File: config.mk
export PLATFORM = sky130hd
export DESIGN_NAME = axis_rr_packet_arbiter_flat
export DESIGN_NICKNAME = d
export VERILOG_FILES = /design/src/rtl/axis_rr_packet_arbiter_if.sv /design/src/rtl/axis_rr_packet_arbiter.sv /design/src/flat_wrapper.sv
export SDC_FILE = /design/constraint.sdc
export NUM_CORES = 1
export LEC_CHECK = 0
export BUFFER_PORTS_ARGS = -buffer_cell sky130_fd_sc_hd__buf_4
export CAP_MARGIN = 20
export CORE_AREA = 10 10 47 49
export DETAILED_ROUTE_END_ITERATION = 12
export DIE_AREA = 0 0 57 59
export HOLD_SLACK_MARGIN = 0.08
export PLACE_DENSITY = 0.71
export REMOVE_ABC_BUFFERS = 1
export SETUP_SLACK_MARGIN = 0.15
export SKIP_CTS_REPAIR_TIMING = 1
export SYNTH_ARGS = -nofsm -noshare
export SYNTH_HDL_FRONTEND = slang
export SYNTH_SLANG_ARGS = --single-unit
File: constraint.sdc
create_clock -name clk -period 1.4 [get_ports clk]
set_clock_uncertainty 0.1 [all_clocks]
set_input_delay 0.14 -clock clk [delete_from_list [all_inputs] [get_ports clk]]
set_output_delay 0.14 -clock clk [all_outputs]
set_load 0.05 [all_outputs]
File: src/rtl/axis_rr_packet_arbiter_if.sv
// AXIS bundle for the N:1 packet arbiter: NUM_STREAMS source channels plus one sink channel.
interface axis_rr_packet_arbiter_if #(
    parameter int NUM_STREAMS = 2,
    parameter int AXIS_BYTES  = 1
);
    logic [NUM_STREAMS-1:0]              axis_i_tready;
    logic [NUM_STREAMS-1:0]              axis_i_tvalid;
    logic [NUM_STREAMS-1:0]              axis_i_tlast;
    logic [NUM_STREAMS*AXIS_BYTES*8-1:0] axis_i_tdata;
    logic                                axis_o_tready;
    logic                                axis_o_tvalid;
    logic                                axis_o_tlast;
    logic [AXIS_BYTES*8-1:0]             axis_o_tdata;

    // Arbiter side.
    modport slave (
        output axis_i_tready,
        input  axis_i_tvalid, axis_i_tlast, axis_i_tdata,
        input  axis_o_tready,
        output axis_o_tvalid, axis_o_tlast, axis_o_tdata
    );

    // Environment side: drives the sources, acts as the sink.
    modport master (
        input  axis_i_tready,
        output axis_i_tvalid, axis_i_tlast, axis_i_tdata,
        output axis_o_tready,
        input  axis_o_tvalid, axis_o_tlast, axis_o_tdata
    );
endinterface

File: src/rtl/axis_rr_packet_arbiter.sv
// N:1 AXIS packet arbiter: round-robin grant at packet boundaries, grant held until tlast
// is accepted, zero-storage combinational passthrough of the granted source.
module axis_rr_packet_arbiter #(
    parameter int  AXIS_BYTES  = 1,
    parameter int  NUM_STREAMS = 2,
    localparam int IW = (NUM_STREAMS > 1) ? $clog2(NUM_STREAMS) : 1,
    localparam int DW = AXIS_BYTES * 8
) (
    input  logic                        clk,
    input  logic                        sreset,
    input  logic [NUM_STREAMS-1:0]      enable_mask,
    axis_rr_packet_arbiter_if.slave     axis,
    output logic [IW-1:0]               grant_idx,
    output logic                        busy
);

    typedef enum logic {IDLE, LOCKED} state_t;

    state_t                 state, state_nxt;
    logic [IW-1:0]          last_idx, last_nxt, grant_nxt, winner;
    logic [NUM_STREAMS-1:0] req, tready;
    logic                   found, busy_c, beat_done;
    logic                   o_tvalid, o_tlast;
    logic [DW-1:0]          o_tdata;

    // First requester strictly after the previous winner, wrapping around.
    always_comb begin
        req    = axis.axis_i_tvalid & enable_mask;
        found  = 1'b0;
        winner = '0;
        for (int k = 1; k <= NUM_STREAMS; k++) begin
            if (!found && req[IW'((int'(last_idx) + k) % NUM_STREAMS)]) begin
                found  = 1'b1;
                winner = IW'((int'(last_idx) + k) % NUM_STREAMS);
            end
        end
    end

    always_comb begin
        state_nxt = state;
        grant_nxt = grant_idx;
        last_nxt  = last_idx;
        tready    = '0;
        o_tvalid  = 1'b0;
        o_tlast   = 1'b0;
        o_tdata   = '0;
        busy_c    = 1'b0;
        beat_done = 1'b0;
        case (state)
            IDLE: begin
                if (found) begin
                    state_nxt = LOCKED;
                    grant_nxt = winner;
                end
            end
            LOCKED: begin
                busy_c            = 1'b1;
                o_tvalid          = axis.axis_i_tvalid[grant_idx];
                o_tlast           = axis.axis_i_tlast[grant_idx];
                o_tdata           = axis.axis_i_tdata[int'(grant_idx)*DW +: DW];
                tready[grant_idx] = axis.axis_o_tready;
                beat_done         = o_tvalid & axis.axis_o_tready & o_tlast;
                if (beat_done) begin
                    state_nxt = IDLE;
                    last_nxt  = grant_idx;
                end
            end
            default: state_nxt = IDLE;
        endcase
    end

    always_ff @(posedge clk) begin
        if (sreset) begin
            state     <= IDLE;
            grant_idx <= '0;
            last_idx  <= IW'(NUM_STREAMS - 1);
        end else begin
            state     <= state_nxt;
            grant_idx <= grant_nxt;
            last_idx  <= last_nxt;
        end
    end

    // Outputs are forced quiet while reset is asserted, even if a packet was in flight.
    assign axis.axis_i_tready = sreset ? '0 : tready;
    assign axis.axis_o_tvalid = !sreset && o_tvalid;
    assign axis.axis_o_tlast  = !sreset && o_tlast;
    assign axis.axis_o_tdata  = sreset ? '0 : o_tdata;
    assign busy               = !sreset && busy_c;

endmodule

File: src/flat_wrapper.sv
// flat-port wrapper written by rule: the top's interface ports become plain ports
module axis_rr_packet_arbiter_flat 
#(
    parameter int  AXIS_BYTES  = 1,
    parameter int  NUM_STREAMS = 2,
    localparam int IW = (NUM_STREAMS > 1) ? $clog2(NUM_STREAMS) : 1,
    localparam int DW = AXIS_BYTES * 8
)
  (clk, sreset, enable_mask, grant_idx, busy, axis_axis_i_tready, axis_axis_i_tvalid, axis_axis_i_tlast, axis_axis_i_tdata, axis_axis_o_tready, axis_axis_o_tvalid, axis_axis_o_tlast, axis_axis_o_tdata);
  axis_rr_packet_arbiter_if #(.NUM_STREAMS(NUM_STREAMS), .AXIS_BYTES(AXIS_BYTES)) axis_i ();
  input  logic clk;
  input  logic sreset;
  input  logic [NUM_STREAMS-1:0] enable_mask;
  output logic [IW-1:0] grant_idx;
  output logic busy;
  output wire logic [$bits(axis_i.axis_i_tready)-1:0] axis_axis_i_tready;
  input wire logic [$bits(axis_i.axis_i_tvalid)-1:0] axis_axis_i_tvalid;
  input wire logic [$bits(axis_i.axis_i_tlast)-1:0] axis_axis_i_tlast;
  input wire logic [$bits(axis_i.axis_i_tdata)-1:0] axis_axis_i_tdata;
  input wire logic [$bits(axis_i.axis_o_tready)-1:0] axis_axis_o_tready;
  output wire logic [$bits(axis_i.axis_o_tvalid)-1:0] axis_axis_o_tvalid;
  output wire logic [$bits(axis_i.axis_o_tlast)-1:0] axis_axis_o_tlast;
  output wire logic [$bits(axis_i.axis_o_tdata)-1:0] axis_axis_o_tdata;
  assign axis_axis_i_tready = axis_i.axis_i_tready;
  assign axis_i.axis_i_tvalid = axis_axis_i_tvalid;
  assign axis_i.axis_i_tlast = axis_axis_i_tlast;
  assign axis_i.axis_i_tdata = axis_axis_i_tdata;
  assign axis_i.axis_o_tready = axis_axis_o_tready;
  assign axis_axis_o_tvalid = axis_i.axis_o_tvalid;
  assign axis_axis_o_tlast = axis_i.axis_o_tlast;
  assign axis_axis_o_tdata = axis_i.axis_o_tdata;
  axis_rr_packet_arbiter #(.AXIS_BYTES(AXIS_BYTES), .NUM_STREAMS(NUM_STREAMS)) u_core (.clk(clk), .sreset(sreset), .enable_mask(enable_mask), .axis(axis_i), .grant_idx(grant_idx), .busy(busy));
endmodule
# After elaboration in Yosys (flattened, before gate mapping)

Index checks and enable logic that the tools add are counted.

Input port bits: 25
Output and inout port bits: 14
Register bits after elaboration: 3

Shift-type cells: 1
Order comparisons: 4
Muxes and demuxes: 24
Bitwise operators: 5
Reduce and logical (&&, ||, !) cells: 9
Add/sub/neg operators: 2

Operators with widths:

| cell                | count |
|---|---|
| $mux 1              | 18 |
| $mux 8              | 2 |
| $shiftx 16x5->8     | 1 |
| $lt 1x3->1 const B  | 2 |
| $logic_and 1x1->1   | 5 |
| $mux 2              | 2 |
| $reduce_and 2->1    | 2 |
| $and 1x1->1         | 3 |
| $add 1x1->1 const B | 2 |
| $and 2x2->2         | 1 |
| $logic_not 1->1     | 2 |
| $lt 1x2->1 const B  | 1 |
| $pmux 1 s2          | 1 |
| $demux 1 s1         | 1 |
| $ge 1x1->1 const B  | 1 |
| $not 1->1           | 1 |

# Depth between registers and ports, before layout

Word-level depth: 10
Gate-level depth with buffers: 4
Mapped depth without buffers: 3

# Worst setup path before layout

Ideal clock, no wire load.

Path type: register to register
From: reg u_core.grant_idx
To: reg u_core.last_idx
Arrival: 1983 ps
Buffers on the path: 1
Cell stages (with the launch flop): 4
Library setup time: 177 ps
Setup slack: -860 ps
Required time: 1123 ps
Period minus slack after synthesis: 2260 ps
Cells stage by stage: dfxtp_1 -> buf_6 -> nor3_1 -> a31oi_1

Cells in the longest elaborated chain, start to end: 5
Elaborated cells between the ends (all ways): 7
Classes of those cells: mux: 4; bitwise: 2; reduce/logical: 1

RTL lines:

| element                                   | line                         | RTL |
|---|---|---|
| start, declared                           | axis_rr_packet_arbiter.sv:13 | `output logic [IW-1:0] grant_idx,` |
| start signal, assigned                    | axis_rr_packet_arbiter.sv:79 | `grant_idx <= grant_nxt;` |
| $mux 1 (implied by the code) (2 in a row) | axis_rr_packet_arbiter.sv:58 | `o_tvalid = axis.axis_i_tvalid[grant_idx];` |
| $and 1x1->1 (2 in a row)                  | axis_rr_packet_arbiter.sv:62 | `beat_done = o_tvalid & axis.axis_o_tready & o_tlast;` |
| $reduce_and 2->1 (no source line)         | n/a                          |  |
| end signal, assigned                      | axis_rr_packet_arbiter.sv:76 | `last_idx <= IW'(NUM_STREAMS - 1);` |
| end signal, assigned                      | axis_rr_packet_arbiter.sv:80 | `last_idx <= last_nxt;` |
| end, declared                             | axis_rr_packet_arbiter.sv:20 | `logic [IW-1:0] last_idx, last_nxt, grant_nxt, winner;` |

Several ways; a longest one is shown, not always the timed one. The select of a mux whose other input is x is not followed.
A chain may end at the register's enable or synchronous reset.

# Worst setup path in the final report

From: reg u_core.grant_idx
To: out axis_axis_o_tlast

Cells in the longest elaborated chain, start to end: 4

RTL lines:

| element                                   | line                         | RTL |
|---|---|---|
| $mux 1 (implied by the code) (2 in a row) | axis_rr_packet_arbiter.sv:59 | `o_tlast = axis.axis_i_tlast[grant_idx];` |
| $mux 1                                    | axis_rr_packet_arbiter.sv:49 | `case (state)` |
| $logic_and 1x1->1                         | axis_rr_packet_arbiter.sv:87 | `assign axis.axis_o_tlast = !sreset && o_tlast;` |
| end, declared                             | flat_wrapper.sv:22           | `output wire logic [$bits(axis_i.axis_o_tlast)-1:0] axis_axis_o_tlast;` |

No other way between the ends. The select of a mux whose other input is x is not followed.

==> results.rst <==
.. list-table::
   :header-rows: 1

   * - Metric
     - Value
   * - Outcome
     - finished with violations
   * - Area growth, synth to finish
     - 193%
   * - Top library cells by usage in the layout, fill and taps aside
     - 29 x sky130_fd_sc_hd__buf_4, 13 x sky130_fd_sc_hd__buf_6, 8 x sky130_fd_sc_hd__nor2_1
   * - Post-detailed-routing wire length
     - 1590 microns
   * - Class of the tightest hold or removal check
     - input port to flop
   * - Count of pins on the block boundary
     - 39
   * - Number of DRC violations after detailed-routing iteration 0
     - 4
   * - Clock transition at the registers of the reported paths
     - 0.04 ns
   * - Sort of element at the start of the critical path
     - flop
   * - Share of synthesized area occupied by flip-flops and latches
     - 0.198
   * - Total chip power
     - 0.438 mW
   * - Synth Cell Area
     - 303 sq um
   * - CORE AREA
     - 0.00140 sq mm
   * - Crit path buffers/inverters
     - 2
   * - Setup repair after global routing missed its margin
     - yes
   * - DR WL/cell
     - 14.8 microns
   * - Setup ws final
     - -0.0251 ns
   * - Leading cell type in the layout, fill and taps excluded
     - sky130_fd_sc_hd__buf_4
   * - Max Fclk
     - 0.702 GHz
   * - Drc violations
     - 0
   * - Failing checks
     - negative setup slack
   * - Maximum fanout along the worst path
     - 8
   * - Pwr Density
     - 495 mW/mm^2
   * - Data required time at the worst endpoint
     - 1.16 ns
   * - Chip height
     - 59 microns
   * - Internal power consumption
     - 0.296 mW
   * - Most area-hungry cell type in the Yosys netlist
     - sky130_fd_sc_hd__mux2i_1
   * - Clk root buf
     - sky130_fd_sc_hd__clkbuf_4
   * - Worst-margin pin slew
     - 0.253 ns
   * - Met3 routed WL
     - 169 microns
   * - Proportion of power drawn by flip-flops and latches
     - 0.206
   * - Mean instance size in the synthesized netlist
     - 7.39 sq um
   * - Worst VDD drop
     - 0.228 mV
   * - Shortest period the worst path allows
     - 1.43 ns
   * - Yosys Warn Count
     - 0
   * - Fraction of synthesized cell area taken by the top area cell type
     - 0.331
   * - Type of destination of the critical path
     - output port
   * - # rows
     - 14
   * - Switching part of the total power
     - 0.324
   * - Vias per inst
     - 4.75
   * - Clock tree from TritonCTS
     - yes
   * - DRT met1 WL
     - 548 microns
   * - Grt total ovfl
     - 0
   * - Share of cells above drive strength 1
     - 0.685
   * - Count of nets left with antenna violations after detail routing
     - 0
   * - Reported max-cap violation count
     - 0
   * - Largest stage delay on the critical path
     - 0.36 ns
   * - Wire length of the first global-routing pass
     - 1980 microns
   * - Worst Hold Path Cells
     - 3
   * - Diodes inserted
     - 0
   * - Tcrit/Tclk final
     - 1.02
   * - Hold Violations, Final
     - 0
   * - Final-report setup violation count
     - 4
   * - Clock power share
     - 0.359
   * - Data arrival time of the worst path
     - 1.19 ns
   * - Via count of the first global-routing pass
     - 463
   * - Ranking of synthesized cells by area
     - sky130_fd_sc_hd__mux2i_1 33%, sky130_fd_sc_hd__dfxtp_1 20%, sky130_fd_sc_hd__nor2_1 12%
   * - Routed wl met2
     - 865 microns
   * - Number of max-slew violations in the final report
     - 0
   * - CP Cell Sequence
     - buf_12 -> mux2i_4 -> nor2_2 -> buf_6
   * - Worst reg-to-reg path cell count
     - 4
   * - Worst hold-check slack
     - 0.103 ns
   * - Port-buffer cells
     - 37
   * - Top layer in use
     - met4
   * - Number of antenna violations at the first check in global routing
     - 0
   * - Critical path start-end classification
     - flop to output port
   * - Combinational power share
     - 0.436
   * - Layout Cells excl Fill
     - 108
   * - Number of clock buffers inserted by TritonCTS
     - 3
   * - Worst-case clock buffer depth
     - 2
   * - Maximum number of pins on one net before global-route repair
     - 16
   * - Static power due to leakage
     - 0.400 nW
   * - Flop and latch count out of synthesis
     - 3
   * - DP Wirelength
     - 1150 microns
   * - Worst slew margin relative to its limit
     - 0.830
   * - Number of library cell types mapped by synthesis
     - 16
   * - Total track usage
     - 0.0721
   * - Final Wtd Congestion
     - 0.678
   * - # nets final
     - 118
   * - Family with the most delay on the worst path
     - flip-flops
   * - Max stage delay cell, worst path
     - sky130_fd_sc_hd__dfxtp_4
   * - Syn Inst Count
     - 41
   * - Levels on crit path
     - 4
   * - First-pass detailed-route iteration total
     - 3
   * - Starting density of the core
     - 0.216
   * - Switching pwr
     - 0.142 mW
   * - Total via count in the routed design
     - 513
   * - Die Footprint
     - 0.00336 sq mm
   * - # H-tree levels
     - 1
   * - Number of clock sinks seen by CTS
     - 3
   * - Worst-skew pair later-pin latency
     - 0.24 ns
   * - Chip width
     - 57 microns
   * - Post-Place Cells
     - 94
-- area by class of cell --
cell class | count | area [sq um]
sequential | 3 | 67.6
clock buffer | 4 | 26.3
timing repair buffer | 50 | 484
inverter | 1 | 3.75
multi-input combinational | 34 | 284
fill | 130 | 515
tap | 16 | 20.0
-- sequential cells by signal, summed over array words and instances (netlist names) --
name              count
u_core.grant_idx      1
u_core.last_idx       1
u_core.state          1
-- cell usage after synthesis, drive strengths merged --
cell / n
o21ai: 1
inv: 1
nand2: 2
mux2i: 10
buf: 3
a21oi: 2
or3: 1
nand2b: 1
dfxtp: 3
a31oi: 1
and3: 2
nor3: 3
a311oi: 1
nor2: 10
-- metal layers --
layer  global-route usage  vias to the layer above
met5                    0                        -
met4               0.0403                        0
met3               0.0300                        2
met2                0.129                       21
met1               0.0688                      245
li1                     -                      245
-- per-stage QoR --
stage               TNS [ns]  area (sq um)  setup WS [ns]  utilization
finish               -0.0710           886        -0.0251        0.632
global route          -0.604           886        -0.0801        0.632
CTS                   -0.884           638         -0.138        0.455
detailed placement         0           612         0.0874        0.437
global placement           0           612         0.0974        0.437
floorplan              -8.79           279         -0.948            -
-- final timing paths --
path	end	startpoint	slack (ns)
setup / recovery	axis_axis_o_tlast	u_core.grant_idx$_SDFFE_PP0P_	-0.03
hold / removal	u_core.state$_SDFF_PP0_	enable_mask[0]	0.10
setup reg to reg	u_core.last_idx$_SDFFE_PP1P_	u_core.grant_idx$_SDFFE_PP0P_	0.17
hold reg to reg	u_core.grant_idx$_SDFFE_PP0P_	u_core.last_idx$_SDFFE_PP1P_	0.46
-- logic make-up after synthesis --
kind of cell    after synthesis  synth area share
compound gates                5            0.0992
buf+inv                       4            0.0909
flops                         3             0.198
mux                          10             0.331
simple gates                 19             0.281
-- power groups by stage --
stage	clock (mW)	combinational, mW	sequential [mW]
after floorplan	0	0.0595	0.0937
after global placement	0	0.140	0.0914
after detailed placement	0	0.143	0.0916
after CTS	0.160	0.143	0.0904
after global routing	0.173	0.202	0.0903
final	0.157	0.191	0.0901
-- worst reg2reg max path, delay by kind of cell, from the launching register on --
family / cells / cell delay [ns]
compound gates: 2 / 0.36
buf+inv: 1 / 0.16
flops: 1 / 0.35
simple gates: 1 / 0.14
Note: power is estimated with default switching activity, not from simulation.
